### config.mk
export PLATFORM = sky130hd
export DESIGN_NAME = msrv32_reg_block_2
export DESIGN_NICKNAME = d
export VERILOG_FILES = /design/src/rtl/msrv32_reg_block_2.sv
export SDC_FILE = /design/constraint.sdc
export NUM_CORES = 1
export LEC_CHECK = 0
export CORE_AREA = 3 3 175 177
export CTS_BUF_LIST = sky130_fd_sc_hd__clkbuf_8
export CTS_CLUSTER_DIAMETER = 200
export DETAILED_ROUTE_END_ITERATION = 16
export DIE_AREA = 0 0 178 180
export MAX_ROUTING_LAYER = met4
export PLACE_DENSITY = 0.53
export SYNTH_ARGS = -nofsm -noshare
export SYNTH_HDL_FRONTEND = slang
export SYNTH_SLANG_ARGS = --single-unit
### constraint.sdc
create_clock -name clk_in -period 9.9 [get_ports clk_in]
set_input_delay 1.98 -clock clk_in [delete_from_list [all_inputs] [get_ports clk_in]]
set_output_delay 1.98 -clock clk_in [all_outputs]
set_load 0.01 [all_outputs]
### src/rtl/msrv32_reg_block_2.sv
// Pipeline register between the decode stage and the execute/write-back stage of the RV32I core.
// Latency: exactly one clk_in cycle from every input to its *_reg_out, with no combinational path.
// Backpressure: none; every field loads on every rising edge, and there is no stall or enable.
//
// Ports:
//   clk_in, reset_in          clock; asynchronous active-high reset that clears every output
//   rd_addr_in .. csr_op_in   decoded control fields, each registered unchanged
//   rs1_in, rs2_in, imm_in    operand values, registered unchanged
//   pc_in, pc_plus_4_in       current PC and PC+4, registered unchanged
//   iadder_out_in             target address; bit 0 is cleared when branch_taken_in is set
//   *_reg_out                 registered copies of the matching inputs
module msrv32_reg_block_2 (
  input  logic        clk_in,
  input  logic        reset_in,
  input  logic [4:0]  rd_addr_in,
  input  logic [11:0] csr_addr_in,
  input  logic [31:0] rs1_in,
  input  logic [31:0] rs2_in,
  input  logic [31:0] pc_in,
  input  logic [31:0] pc_plus_4_in,
  input  logic [3:0]  alu_opcode_in,
  input  logic [1:0]  load_size_in,
  input  logic        load_unsigned_in,
  input  logic        alu_src_in,
  input  logic        csr_wr_en_in,
  input  logic        rf_wr_en_in,
  input  logic [2:0]  wb_mux_sel_in,
  input  logic [2:0]  csr_op_in,
  input  logic [31:0] imm_in,
  input  logic [31:0] iadder_out_in,
  input  logic        branch_taken_in,
  output logic [4:0]  rd_addr_reg_out,
  output logic [11:0] csr_addr_reg_out,
  output logic [31:0] rs1_reg_out,
  output logic [31:0] rs2_reg_out,
  output logic [31:0] pc_reg_out,
  output logic [31:0] pc_plus_reg_out,
  output logic [3:0]  alu_opcode_reg_out,
  output logic [1:0]  load_size_reg_out,
  output logic        load_unsigned_reg_out,
  output logic        alu_src_reg_out,
  output logic        csr_wr_en_reg_out,
  output logic        rf_wr_en_reg_out,
  output logic [2:0]  wb_mux_sel_reg_out,
  output logic [2:0]  csr_op_reg_out,
  output logic [31:0] imm_reg_out,
  output logic [31:0] iadder_out_reg_out
);

  // Taken branch and jump targets must be halfword aligned, and JALR in particular
  // architecturally drops bit 0. The branch flag affects only the target address
  // and never flushes the other fields.
  logic [31:0] iadder_aligned;

  always_comb begin
    iadder_aligned = iadder_out_in;
    if (branch_taken_in) begin
      iadder_aligned = {iadder_out_in[31:1], 1'b0};
    end
  end

  always_ff @(posedge clk_in or posedge reset_in) begin
    if (reset_in) begin
      rd_addr_reg_out       <= 5'd0;
      csr_addr_reg_out      <= 12'd0;
      rs1_reg_out           <= 32'd0;
      rs2_reg_out           <= 32'd0;
      pc_reg_out            <= 32'd0;
      pc_plus_reg_out       <= 32'd0;
      alu_opcode_reg_out    <= 4'd0;
      load_size_reg_out     <= 2'd0;
      load_unsigned_reg_out <= 1'b0;
      alu_src_reg_out       <= 1'b0;
      csr_wr_en_reg_out     <= 1'b0;
      rf_wr_en_reg_out      <= 1'b0;
      wb_mux_sel_reg_out    <= 3'd0;
      csr_op_reg_out        <= 3'd0;
      imm_reg_out           <= 32'd0;
      iadder_out_reg_out    <= 32'd0;
    end else begin
      rd_addr_reg_out       <= rd_addr_in;
      csr_addr_reg_out      <= csr_addr_in;
      rs1_reg_out           <= rs1_in;
      rs2_reg_out           <= rs2_in;
      pc_reg_out            <= pc_in;
      pc_plus_reg_out       <= pc_plus_4_in;
      alu_opcode_reg_out    <= alu_opcode_in;
      load_size_reg_out     <= load_size_in;
      load_unsigned_reg_out <= load_unsigned_in;
      alu_src_reg_out       <= alu_src_in;
      csr_wr_en_reg_out     <= csr_wr_en_in;
      rf_wr_en_reg_out      <= rf_wr_en_in;
      wb_mux_sel_reg_out    <= wb_mux_sel_in;
      csr_op_reg_out        <= csr_op_in;
      imm_reg_out           <= imm_in;
      iadder_out_reg_out    <= iadder_aligned;
    end
  end

endmodule

---- Word-level counts from Yosys, hierarchy flattened ----
Cells that the tools add are included.
word-level totals
  register bits after elaboration ......... 225
  word-level logic and storage cells ...... 17
cells by class
  muxes and demuxes ....................... 1
operators with widths
  cell              count
  2-to-1 mux 1 bit  1

---- Longest topological paths before layout ----
  depth after elaboration ................. 1
  depth in mapped cells ................... 1

---- Worst setup path before layout ----
Ideal clock, no wire load.
  kind .................................... register -> output
  start ................................... register alu_opcode_reg_out[0]
  end ..................................... output alu_opcode_reg_out[0]
  data arrival time ....................... 376 ps
  data required time ...................... 7920 ps
  slack ................................... 7544 ps
  stages on the path, launching flop included .. 1
  path buffers ............................ 0
  cells stage by stage .................... dfrtp_1
RTL lines
  item                      line  RTL
  start: declaration        38    output logic [3:0] alu_opcode_reg_out,
  start signal: assignment  87    alu_opcode_reg_out <= alu_opcode_in;
No word-level cell between the ends.

---- Worst setup path after layout ----
  start ................................... register pc_plus_reg_out[28]
  end ..................................... output pc_plus_reg_out[28]
RTL lines
  item                      line  RTL
  start: declaration        37    output logic [31:0] pc_plus_reg_out,
  start signal: assignment  86    pc_plus_reg_out <= pc_plus_4_in;
No word-level cell between the ends.

==> summary.txt <==
Worst setup path
  • Arr. time, crit path: 1.46 ns
  • Critical path, cell by cell: clkdlybuf4s50_1
  • Largest stage delay on the critical path: 0.56 ns
  • CP Buf/Inv Count: 1
  • WP data required: 7.92 ns
  • Worst setup SP type: flop
  • Critical path depth in cells: 1
  • Critical Path Sink Type: output port
  • Crit path max fanout: 1
  • Top cell family by delay on the critical path: buffers and inverters
  • Slowest stage cell on the critical path: clkdlybuf4s50_1
  • Setup CP Type: flop to output port

Yosys
  • Distinct cells, synth: 3
  • Mean area per synthesized cell: 24.9 um2
  • Synth warn: 0
  • Synth Cell Area: 0.00565 mm2
  • Area leader, netlist: dfrtp_1
  • Syn nets: 455
  • Top post-synthesis cells by area: dfrtp_1, nor2b_4, inv_1
  • Mapped Cells: 227
  • Sequential area share after synthesis: 99.7%
  • Yosys top cell area share: 99.7%
  • FF+latch count, synth: 225

Routing
  • Final wirelength: 19.5 mm
  • 1st-pass router iterations: 4
  • Drt first-iter violations: 143
  • Met2 WL: 9.67 mm
  • Top Layer Used: met4
  • Average wire per standard cell: 17.1 um
  • DR WL met3: 2.23 mm
  • Via density: 3.38
  • M1 WL: 7.19 mm
  • Vias: 3858
  • Final ANT Viol Nets: 0
  • Residual DRC: 0

Power
  • Worst vdd ir: 0.119 mV
  • Total Power: 2.10 mW
  • PD cells: 182 mW/mm2
  • Lkg Pwr: 4.87 nW

Final layout
  • Area of the multi-input gates: 13.8 um2
  • Commonest non-fill, non-tap cell in the layout: clkdlybuf4s50_1
  • Share of cells above drive strength 1: 8.42%
  • Layout overhead on the synthesized area: 104%
  • Fillers: 2744
  • Post-route cell area: 0.0115 mm2
  • Final net count: 952
  • Register Area: 0.00563 mm2
  • Commonest cells after routing, fill and taps aside: clkdlybuf4s50_1, dfrtp_1, clkbuf_8

GRT
  • All-layer global routing usage: 12.1%
  • Largest net degree at the start of global routing: 79
  • Vias in the first global route: 4457
  • First-pass GRT wire length: 27.7 mm
  • GRT overflow: 0
  • Initial antenna violation count: 2

CTS
  • H-tree lvl count: 2
  • Hold buffer count at cts: 0
  • Post-CTS setup buffers: 0
  • Post-CTS sizing: 0
  • Clock sinks: 225
  • CTS tree: built
  • Max clock buf depth: 3
  • Clock Tree Root: clkbuf_8
  • Clk slew on worst S/H paths: 0.06 ns
  • CTS Buf Count: 41

Floorplanning
  • Rows: 63
  • Starting Density: 19.2%
  • Chip width: 178 um
  • Total die area: 0.0320 mm2
  • Die height: 180 um
  • Io pins: 453
  • Core Region: 0.0294 mm2

Placement
  • Setup slack after placement: 5.96 ns
  • Placement Cell Area: 0.0107 mm2
  • Buffers on Ports: 452
  • GPL Wtd Cong: 0.780
  • DP HPWL: 15.1 mm

STA
  • Worst setup margin: 6.46 ns
  • Hold Fails Final Rpt: 0
  • Worst-Margin Slew: 0.923 ns
  • Fin crit share: 34.8%
  • Count of pins over their slew limit: 0
  • TNS Setup: 0 ns
  • Unrepaired setup endpoints after global routing: false
  • Fmax: 290 MHz
  • Rel. slew slack: 38.5%
  • Final setup violation count: 0
  • Final min period: 3.44 ns

Status
  • Status: completed

Worst hold path
  • Hold path depth: 1
  • Min-Delay Path Class: primary input to flop

Run
  • Max-Cap Viols: 0
-- power by group --
group	internal, mW	total (mW)	switching (mW)
clock	0.517	0.882	0.365
combinational	0.156	0.235	0.0790
sequential	0.967	0.980	0.0131
total	1.64	2.10	0.457
-- through the flow --
| stage | utilization, % | hold WS [ns] | std cells |
|---|---|---|---|
| finish | 39.2 | 1.90 | 1140 |
| detailed placement | 36.3 | 2.43 | 1071 |
| global route | 39.2 | 1.86 | 1139 |
| CTS | 39.2 | 1.85 | 1138 |
| floorplan | - | 2.01 | 227 |
| global placement | 36.3 | 2.42 | 1071 |
-- synthesized netlist by cell type --
master and instances:
dfrtp_1 225, inv_1 1, nor2b_4 1
-- layer usage --
metal / global-route usage, % / up-vias
li1: - / 1704
met1: 13.3 / 1844
met2: 19.9 / 273
met3: 5.07 / 37
met4: 3.64 / 0
met5: - / -
-- logic make-up (layout without fill, tap and decap cells) --
kind of cell,count (synthesis),in the layout,share of synthesized area (%)
buf+inv,1,522,0.0664
other cells,0,2,0
simple gates,1,1,0.244
flops,225,225,99.7
-- cell type report --
class / count / share of cell area, %
Multi-Input combinational cell: 1 / 0.119
Sequential cell: 225 / 48.8
Clock buffer: 55 / 6.57
Antenna cell: 2 / 0.0434
Tap cell: 390 / 4.23
Clock inverter: 12 / 0.706
Inverter: 1 / 0.0977
Timing Repair Buffer: 454 / 39.4
-- flip-flops by register name, summed over array words and instances, names as in the netlist, 2 cells and up --
signal / cells
rs2_reg_out: 32
wb_mux_sel_reg_out: 3
pc_plus_reg_out: 32
rs1_reg_out: 32
load_size_reg_out: 2
rd_addr_reg_out: 5
alu_opcode_reg_out: 4
iadder_out_reg_out: 32
pc_reg_out: 32
csr_op_reg_out: 3
csr_addr_reg_out: 12
imm_reg_out: 32
-- path summary, 6_finish.rpt --
path / startpoint / endpoint / slack [ns]
min: imm_in[0] / imm_reg_out[0] / 1.90
min in group asynchronous: reset_in / imm_reg_out[30] / 1.95
max: pc_plus_reg_out[28] / pc_plus_reg_out[28] / 6.46
max in group asynchronous: reset_in / rs1_reg_out[15] / 6.63
Power figures use the tool's default switching activity.
